==> src/rtl/ifu_pkg.sv <==
// Shared types and AXI constants for the instruction fetch unit.
// Provides the CPU_WIDTH default used by all fetch-unit files.
`ifndef CPU_WIDTH
`define CPU_WIDTH 32
`endif

package ifu_pkg;

   typedef enum logic [1:0] {
      IDLE = 2'd0,
      AR   = 2'd1,
      R    = 2'd2,
      OUT  = 2'd3
   } ifu_state_e;

   localparam logic [2:0]            SIZE_4B      = 3'b010;
   localparam logic [1:0]            BURST_INCR   = 2'b01;
   localparam logic [1:0]            RESP_OKAY    = 2'b00;
   localparam logic [`CPU_WIDTH-1:0] IFU_RESET_PC = `CPU_WIDTH'(32'h8000_0000);

   function automatic logic [`CPU_WIDTH-1:0] pc_next(input logic [`CPU_WIDTH-1:0] pc);
      return pc + `CPU_WIDTH'(4);
   endfunction

endpackage

==> src/rtl/ifu_perf_cnt.sv <==
// Wrapping fetch/stall event counters for the fetch unit.
// Only instantiated when IFU_PERF_EN is defined.
module ifu_perf_cnt (
   input  logic        clock,
   input  logic        reset,
   input  logic        fetch_i,
   input  logic        stall_i,
   output logic [31:0] fetch_cnt_o,
   output logic [31:0] stall_cnt_o
);

   logic [31:0] fetch_q, fetch_d;
   logic [31:0] stall_q, stall_d;

   always_comb begin
      fetch_d = fetch_q;
      stall_d = stall_q;
      if (fetch_i) fetch_d = fetch_q + 32'd1;
      if (stall_i) stall_d = stall_q + 32'd1;
   end

   always_ff @(posedge clock) begin
      if (reset) begin
         fetch_q <= 32'd0;
         stall_q <= 32'd0;
      end else begin
         fetch_q <= fetch_d;
         stall_q <= stall_d;
      end
   end

   assign fetch_cnt_o = fetch_q;
   assign stall_cnt_o = stall_q;

endmodule

==> src/rtl/ifu_axi_fetch.sv <==
// Single-outstanding AXI4 instruction fetcher feeding a decode handshake.
// Define IFU_PERF_EN to add perf_fetch_cnt / perf_stall_cnt outputs.
//
// state | meaning
// IDLE  | one cycle after reset, redirects update pc directly
// AR    | arvalid held with araddr=pc until arready
// R     | rready high, one beat accepted (discarded if killed)
// OUT   | inst_valid held until inst_ready or redirect
module ifu_axi_fetch #(
   parameter logic [`CPU_WIDTH-1:0] RESET_PC = ifu_pkg::IFU_RESET_PC,
   parameter logic [3:0]            ID       = 4'h0
) (
   input  logic                  clock,
   input  logic                  reset,
   output logic                  ifu_axi_arvalid,
   input  logic                  ifu_axi_arready,
   output logic [`CPU_WIDTH-1:0] ifu_axi_araddr,
   output logic [3:0]            ifu_axi_arid,
   output logic [7:0]            ifu_axi_arlen,
   output logic [2:0]            ifu_axi_arsize,
   output logic [1:0]            ifu_axi_arburst,
   input  logic                  ifu_axi_rvalid,
   output logic                  ifu_axi_rready,
   input  logic [`CPU_WIDTH-1:0] ifu_axi_rdata,
   input  logic [1:0]            ifu_axi_rresp,
   input  logic                  ifu_axi_rlast,
   input  logic [3:0]            ifu_axi_rid,
   output logic                  ifu_axi_awvalid,
   input  logic                  ifu_axi_awready,
   output logic [`CPU_WIDTH-1:0] ifu_axi_awaddr,
   output logic [3:0]            ifu_axi_awid,
   output logic [7:0]            ifu_axi_awlen,
   output logic [2:0]            ifu_axi_awsize,
   output logic [1:0]            ifu_axi_awburst,
   output logic                  ifu_axi_wvalid,
   input  logic                  ifu_axi_wready,
   output logic [`CPU_WIDTH-1:0] ifu_axi_wdata,
   output logic [3:0]            ifu_axi_wstrb,
   output logic                  ifu_axi_wlast,
   input  logic                  ifu_axi_bvalid,
   output logic                  ifu_axi_bready,
   input  logic [1:0]            ifu_axi_bresp,
   input  logic [3:0]            ifu_axi_bid,
   input  logic                  redirect_valid,
   input  logic [`CPU_WIDTH-1:0] redirect_pc,
   output logic                  inst_valid,
   input  logic                  inst_ready,
   output logic [`CPU_WIDTH-1:0] inst,
   output logic [`CPU_WIDTH-1:0] inst_pc,
   output logic                  inst_err
`ifdef IFU_PERF_EN
   ,
   output logic [31:0]           perf_fetch_cnt,
   output logic [31:0]           perf_stall_cnt
`endif
);

   import ifu_pkg::*;

   ifu_state_e state_q, state_d;
   logic [`CPU_WIDTH-1:0] pc_q, pc_d;
   logic [`CPU_WIDTH-1:0] inst_q, inst_d;
   logic [`CPU_WIDTH-1:0] inst_pc_q, inst_pc_d;
   logic [`CPU_WIDTH-1:0] kill_pc_q, kill_pc_d;
   logic                  inst_err_q, inst_err_d;
   logic                  kill_q, kill_d;
   logic                  beat_err;

   // Bad response, foreign id or a non-last beat all mark the instruction as faulty.
   assign beat_err = (ifu_axi_rresp != RESP_OKAY) || (ifu_axi_rid != ID) || !ifu_axi_rlast;

   always_comb begin
      state_d         = state_q;
      pc_d            = pc_q;
      inst_d          = inst_q;
      inst_pc_d       = inst_pc_q;
      inst_err_d      = inst_err_q;
      kill_d          = kill_q;
      kill_pc_d       = kill_pc_q;
      ifu_axi_arvalid = 1'b0;
      ifu_axi_rready  = 1'b0;
      inst_valid      = 1'b0;
      unique case (state_q)
         IDLE: begin
            state_d = AR;
            if (redirect_valid) pc_d = redirect_pc;
         end
         AR: begin
            // araddr must stay put, so a redirect here is parked until the beat returns.
            ifu_axi_arvalid = 1'b1;
            if (redirect_valid) begin
               kill_d    = 1'b1;
               kill_pc_d = redirect_pc;
            end
            if (ifu_axi_arready) state_d = R;
         end
         R: begin
            ifu_axi_rready = 1'b1;
            if (ifu_axi_rvalid) begin
               if (redirect_valid || kill_q) begin
                  pc_d    = redirect_valid ? redirect_pc : kill_pc_q;
                  kill_d  = 1'b0;
                  state_d = AR;
               end else begin
                  inst_d     = ifu_axi_rdata;
                  inst_pc_d  = pc_q;
                  inst_err_d = beat_err;
                  state_d    = OUT;
               end
            end else if (redirect_valid) begin
               kill_d    = 1'b1;
               kill_pc_d = redirect_pc;
            end
         end
         OUT: begin
            inst_valid = 1'b1;
            if (redirect_valid) begin
               pc_d    = redirect_pc;
               state_d = AR;
            end else if (inst_ready) begin
               pc_d    = pc_next(pc_q);
               state_d = AR;
            end
         end
         default: state_d = IDLE;
      endcase
   end

   always_ff @(posedge clock) begin
      if (reset) begin
         state_q    <= IDLE;
         pc_q       <= RESET_PC;
         inst_q     <= '0;
         inst_pc_q  <= '0;
         inst_err_q <= 1'b0;
         kill_q     <= 1'b0;
         kill_pc_q  <= '0;
      end else begin
         state_q    <= state_d;
         pc_q       <= pc_d;
         inst_q     <= inst_d;
         inst_pc_q  <= inst_pc_d;
         inst_err_q <= inst_err_d;
         kill_q     <= kill_d;
         kill_pc_q  <= kill_pc_d;
      end
   end

   assign ifu_axi_araddr  = pc_q;
   assign ifu_axi_arid    = ID;
   assign ifu_axi_arlen   = 8'd0;
   assign ifu_axi_arsize  = SIZE_4B;
   assign ifu_axi_arburst = BURST_INCR;

   assign ifu_axi_awvalid = 1'b0;
   assign ifu_axi_awaddr  = '0;
   assign ifu_axi_awid    = 4'd0;
   assign ifu_axi_awlen   = 8'd0;
   assign ifu_axi_awsize  = 3'd0;
   assign ifu_axi_awburst = 2'd0;
   assign ifu_axi_wvalid  = 1'b0;
   assign ifu_axi_wdata   = '0;
   assign ifu_axi_wstrb   = 4'd0;
   assign ifu_axi_wlast   = 1'b0;
   assign ifu_axi_bready  = 1'b0;

   logic unused_wr_chan;
   assign unused_wr_chan = ^{ifu_axi_awready, ifu_axi_wready, ifu_axi_bvalid,
                             ifu_axi_bresp, ifu_axi_bid};

   assign inst     = inst_q;
   assign inst_pc  = inst_pc_q;
   assign inst_err = inst_err_q;

`ifdef IFU_PERF_EN
   logic perf_fetch;
   logic perf_stall;
   assign perf_fetch = inst_valid && inst_ready;
   assign perf_stall = (state_q == AR) || (state_q == R);

   ifu_perf_cnt u_perf (
      .clock       (clock),
      .reset       (reset),
      .fetch_i     (perf_fetch),
      .stall_i     (perf_stall),
      .fetch_cnt_o (perf_fetch_cnt),
      .stall_cnt_o (perf_stall_cnt)
   );
`endif

endmodule

==> config.mk <==
export PLATFORM = sky130hd
export DESIGN_NAME = ifu_axi_fetch
export DESIGN_NICKNAME = d
export VERILOG_FILES = /design/src/rtl/ifu_pkg.sv /design/src/rtl/ifu_perf_cnt.sv /design/src/rtl/ifu_axi_fetch.sv
export SDC_FILE = /design/constraint.sdc
export NUM_CORES = 1
export LEC_CHECK = 0
export CAP_MARGIN = 20
export CORE_ASPECT_RATIO = 1.1
export CORE_MARGIN = 2
export CORE_UTILIZATION = 46
export DETAILED_ROUTE_END_ITERATION = 7
export MAX_ROUTING_LAYER = met4
export PLACE_DENSITY_LB_ADDON = 0.25
export SETUP_SLACK_MARGIN = 0.2
export SLEW_MARGIN = 20
export SYNTH_ARGS = -nofsm -noshare
export SYNTH_HDL_FRONTEND = slang
export SYNTH_SLANG_ARGS = --single-unit
==> constraint.sdc <==
create_clock -name clock -period 6.15 [get_ports clock]
set_input_delay 1.23 -clock clock [delete_from_list [all_inputs] [get_ports clock]]
set_output_delay 1.23 -clock clock [all_outputs]
set_load 0.05 [all_outputs]
==> impl_metrics.toml <==
[synth]
yosysTopAreaCell = "dfxtp_1"
synth_most_common_cell = "nand2_1"
syn_avg_cell_area_um2 = 7.85
synth_seq_area_share = 0.398
synth_seq_cells = 132
ys_warn_count = 0
ys.flop_type = "dfxtp_1"
synth_top_cell_area_share = 0.398
synth.cells.most_frequent = "nand2_1, dfxtp_1, a21oi_1"
async_flop_share = 0
synthesis.area_mm2 = 0.00665
postSynthCellCount = 846
synthTopCellsByArea = "dfxtp_1, buf_4, nand2_1"
synth_edf_count = 0
synth.distinct_cells = 63

[layout]
num-fill-cells = 1332
diodes = 0
drive_gt1_frac = 0.0565
finalNetCount = 1087
multi_input_area_mm2 = 0.00335
syn_to_final_growth_pct = 31.6
regArea_mm2 = 0.00264

[timing]
rsz0062_at_grt = "no"
fin_skew_ns = 0.00695
period_share = 0.583
finalSetupTns_ns = 0
fmax_mhz = 279
setup_viol = 0
slew_headroom = 0.412
slew_viol_final = 0
hold_viol_final = 0
fin_crit_ns = 3.59
worst_pin_slew_ns = 0.880

[status]
status = "completed"

[setup_path]
r2r_end = "ifu_axi_araddr[19]"
r2r_start = "state_q[0]"
crit_chain = "clkdlybuf4s50_1 -> nor3b_1 -> nor3_1 -> nand2_1 -> buf_4 -> nor2_1 -> a32o_1"
cp.arrival_ns = 3.95
rrSetupSlack_ns = 3.14
end_kind = "register"
required_ns = 6.52
worstSetupStartpoint = "redirect_valid"
crit_slowest_cell = "clkdlybuf4s50_1"
critPathMaxFanout = 19
critical_path_class = "primary input to register"
r2r_cells = 8
slowest_delay_ns = 0.75
start_kind = "primary input"

[clocking]
cts_setup_buffers = 0
cts-htree-levels = 4
cts_resized = 0
holdBufCountCts = 0
cts_tree = "built"
clock_path_buffers = 2
clock_latency_ns = 0.43
root_buffer = "clkbuf_16"
cts_buffers = 17
cts.clk_slew.worst_paths_ns = 0.06
clkSinkCount = 132

[detailed_routing]
drt-pass1-iter-count = 7
viasPerCell = 5.09
wl_per_cell_um = 14.9
vias = 6108
drt_wl_total_um = 17900
drc = 0
first_iter_violations = 437
antenna_left = 0

[global_route]
grt_pass1_vias = 5301
grt_max_degree = 71
grt_pass1_wl_um = 27400
track_usage = 0.229
gr-total-overflow = 0
antenna_found_initial = 0

[die]
die_y_um = 130
die_area_mm2 = 0.0154
initial_core_util = 0.466
coreArea_mm2 = 0.0143
num_io_pins = 292
rows = 46
dieWidth_um = 119

[place]
place_hpwl_um = 12300
portBuffers = 176
gp_congestion = 0.834

[hold_path]
holdPathStages = 2
min_from = "inst_pc[15]"
hold_path_class = "register to register"
hold_path_end = "inst_pc[15]"

[run]
maxCapViolCount = 0

[pwr]
vdd_drop_max_mv = 0.160
powerDensity_mw_per_mm2 = 304
p_total_w = 0.00266
p_leak_nw = 3.27
==> cell type report <==
type	count	share of cell area
multi-input cells	647	0.383
flip-flops and latches	132	0.302
repair buffers	186	0.210
clock buffers	23	0.0558
well taps	192	0.0275
clock inverters	9	0.0170
inverters	11	0.00472
==> cells by family (layout without fill, tap and decap cells) <==
group,after synthesis,after routing,share of synthesized area
compound gates,225,225,0.215
xor+xnor,1,1,0.00132
fa+ha+maj,6,6,0.0113
buf+inv,171,229,0.161
flops,132,132,0.398
mux,3,3,0.00508
other cells,2,106,0.00113
simple gates,306,306,0.208
==> how the worst max path moves through the flow <==
stage	end	slack, ns	depth (start not counted)
3_3_place_gp	ifu_axi_araddr[12]	2.16	7
5_1_grt	ifu_axi_araddr[26]	2.30	7
3_5_place_dp	ifu_axi_araddr[19]	2.13	7
6_report	ifu_axi_araddr[19]	2.56	7
2_1_floorplan	ifu_axi_araddr[14]	3.55	8
4_1_cts	ifu_axi_araddr[19]	2.54	7
==> state kept, by name (all words and copies together), names as in the netlist <==
register	count
inst_pc	32
state_q	2
inst_err	1
ifu_axi_araddr	32
kill_q	1
kill_pc_q	32
inst	32
==> worst max-delay path: cells and delay by family <==
family / cells / cell delay [ns]
AOI/OAI and AO/OA: 1 / 0.21
buffers and inverters: 2 / 1.11
and+or+nand+nor: 4 / 1.39
==> cell usage in the layout, fill, tap and decap left out, types with 8 or more instances in the layout <==
cell type	netlist	final
a21oi_1	113	112
a22oi_1	22	22
a32o_1	8	8
buf_4	108	11
clkbuf_16	0	17
clkdlybuf4s50_1	0	175
conb_1	2	106
dfxtp_1	132	132
inv_1	11	11
nand2_1	216	216
nand3_1	15	15
nor2_1	25	25
nor3_1	11	10
o21ai_0	14	14
==> where the power goes <==
part / internal (W) / switching [W]
Sequential: 0.000906 / 0.0000679
Clock: 0.000719 / 0.000372
Combinational: 0.000172 / 0.000419
Total: 0.00180 / 0.000859
==> through the flow <==
stage	setup WS (ns)	std cells	hold WS [ns]	util	cell area, µm²
after global placement	2.16	1168	0.441	0.568	8110
after detailed placement	2.13	1168	0.446	0.568	8110
final	2.56	1200	0.451	0.613	8740
after global routing	2.30	1200	0.464	0.613	8740
after floorplan	3.55	950	0.436	-	7040
after CTS	2.54	1200	0.453	0.613	8740
==> routing by layer <==
| layer | routed length (µm) | GRT usage | part of all wire | up-vias |
|---|---|---|---|---|
| met5 | 0 | - | 0 | - |
| met4 | 183 | 0.0679 | 0.010 | 0 |
| met3 | 1070 | 0.0450 | 0.060 | 15 |
| met2 | 8780 | 0.373 | 0.49 | 239 |
| met1 | 7850 | 0.290 | 0.44 | 2840 |
| li1 | - | - | - | 3014 |
Note: power is estimated with default switching activity, not from simulation.
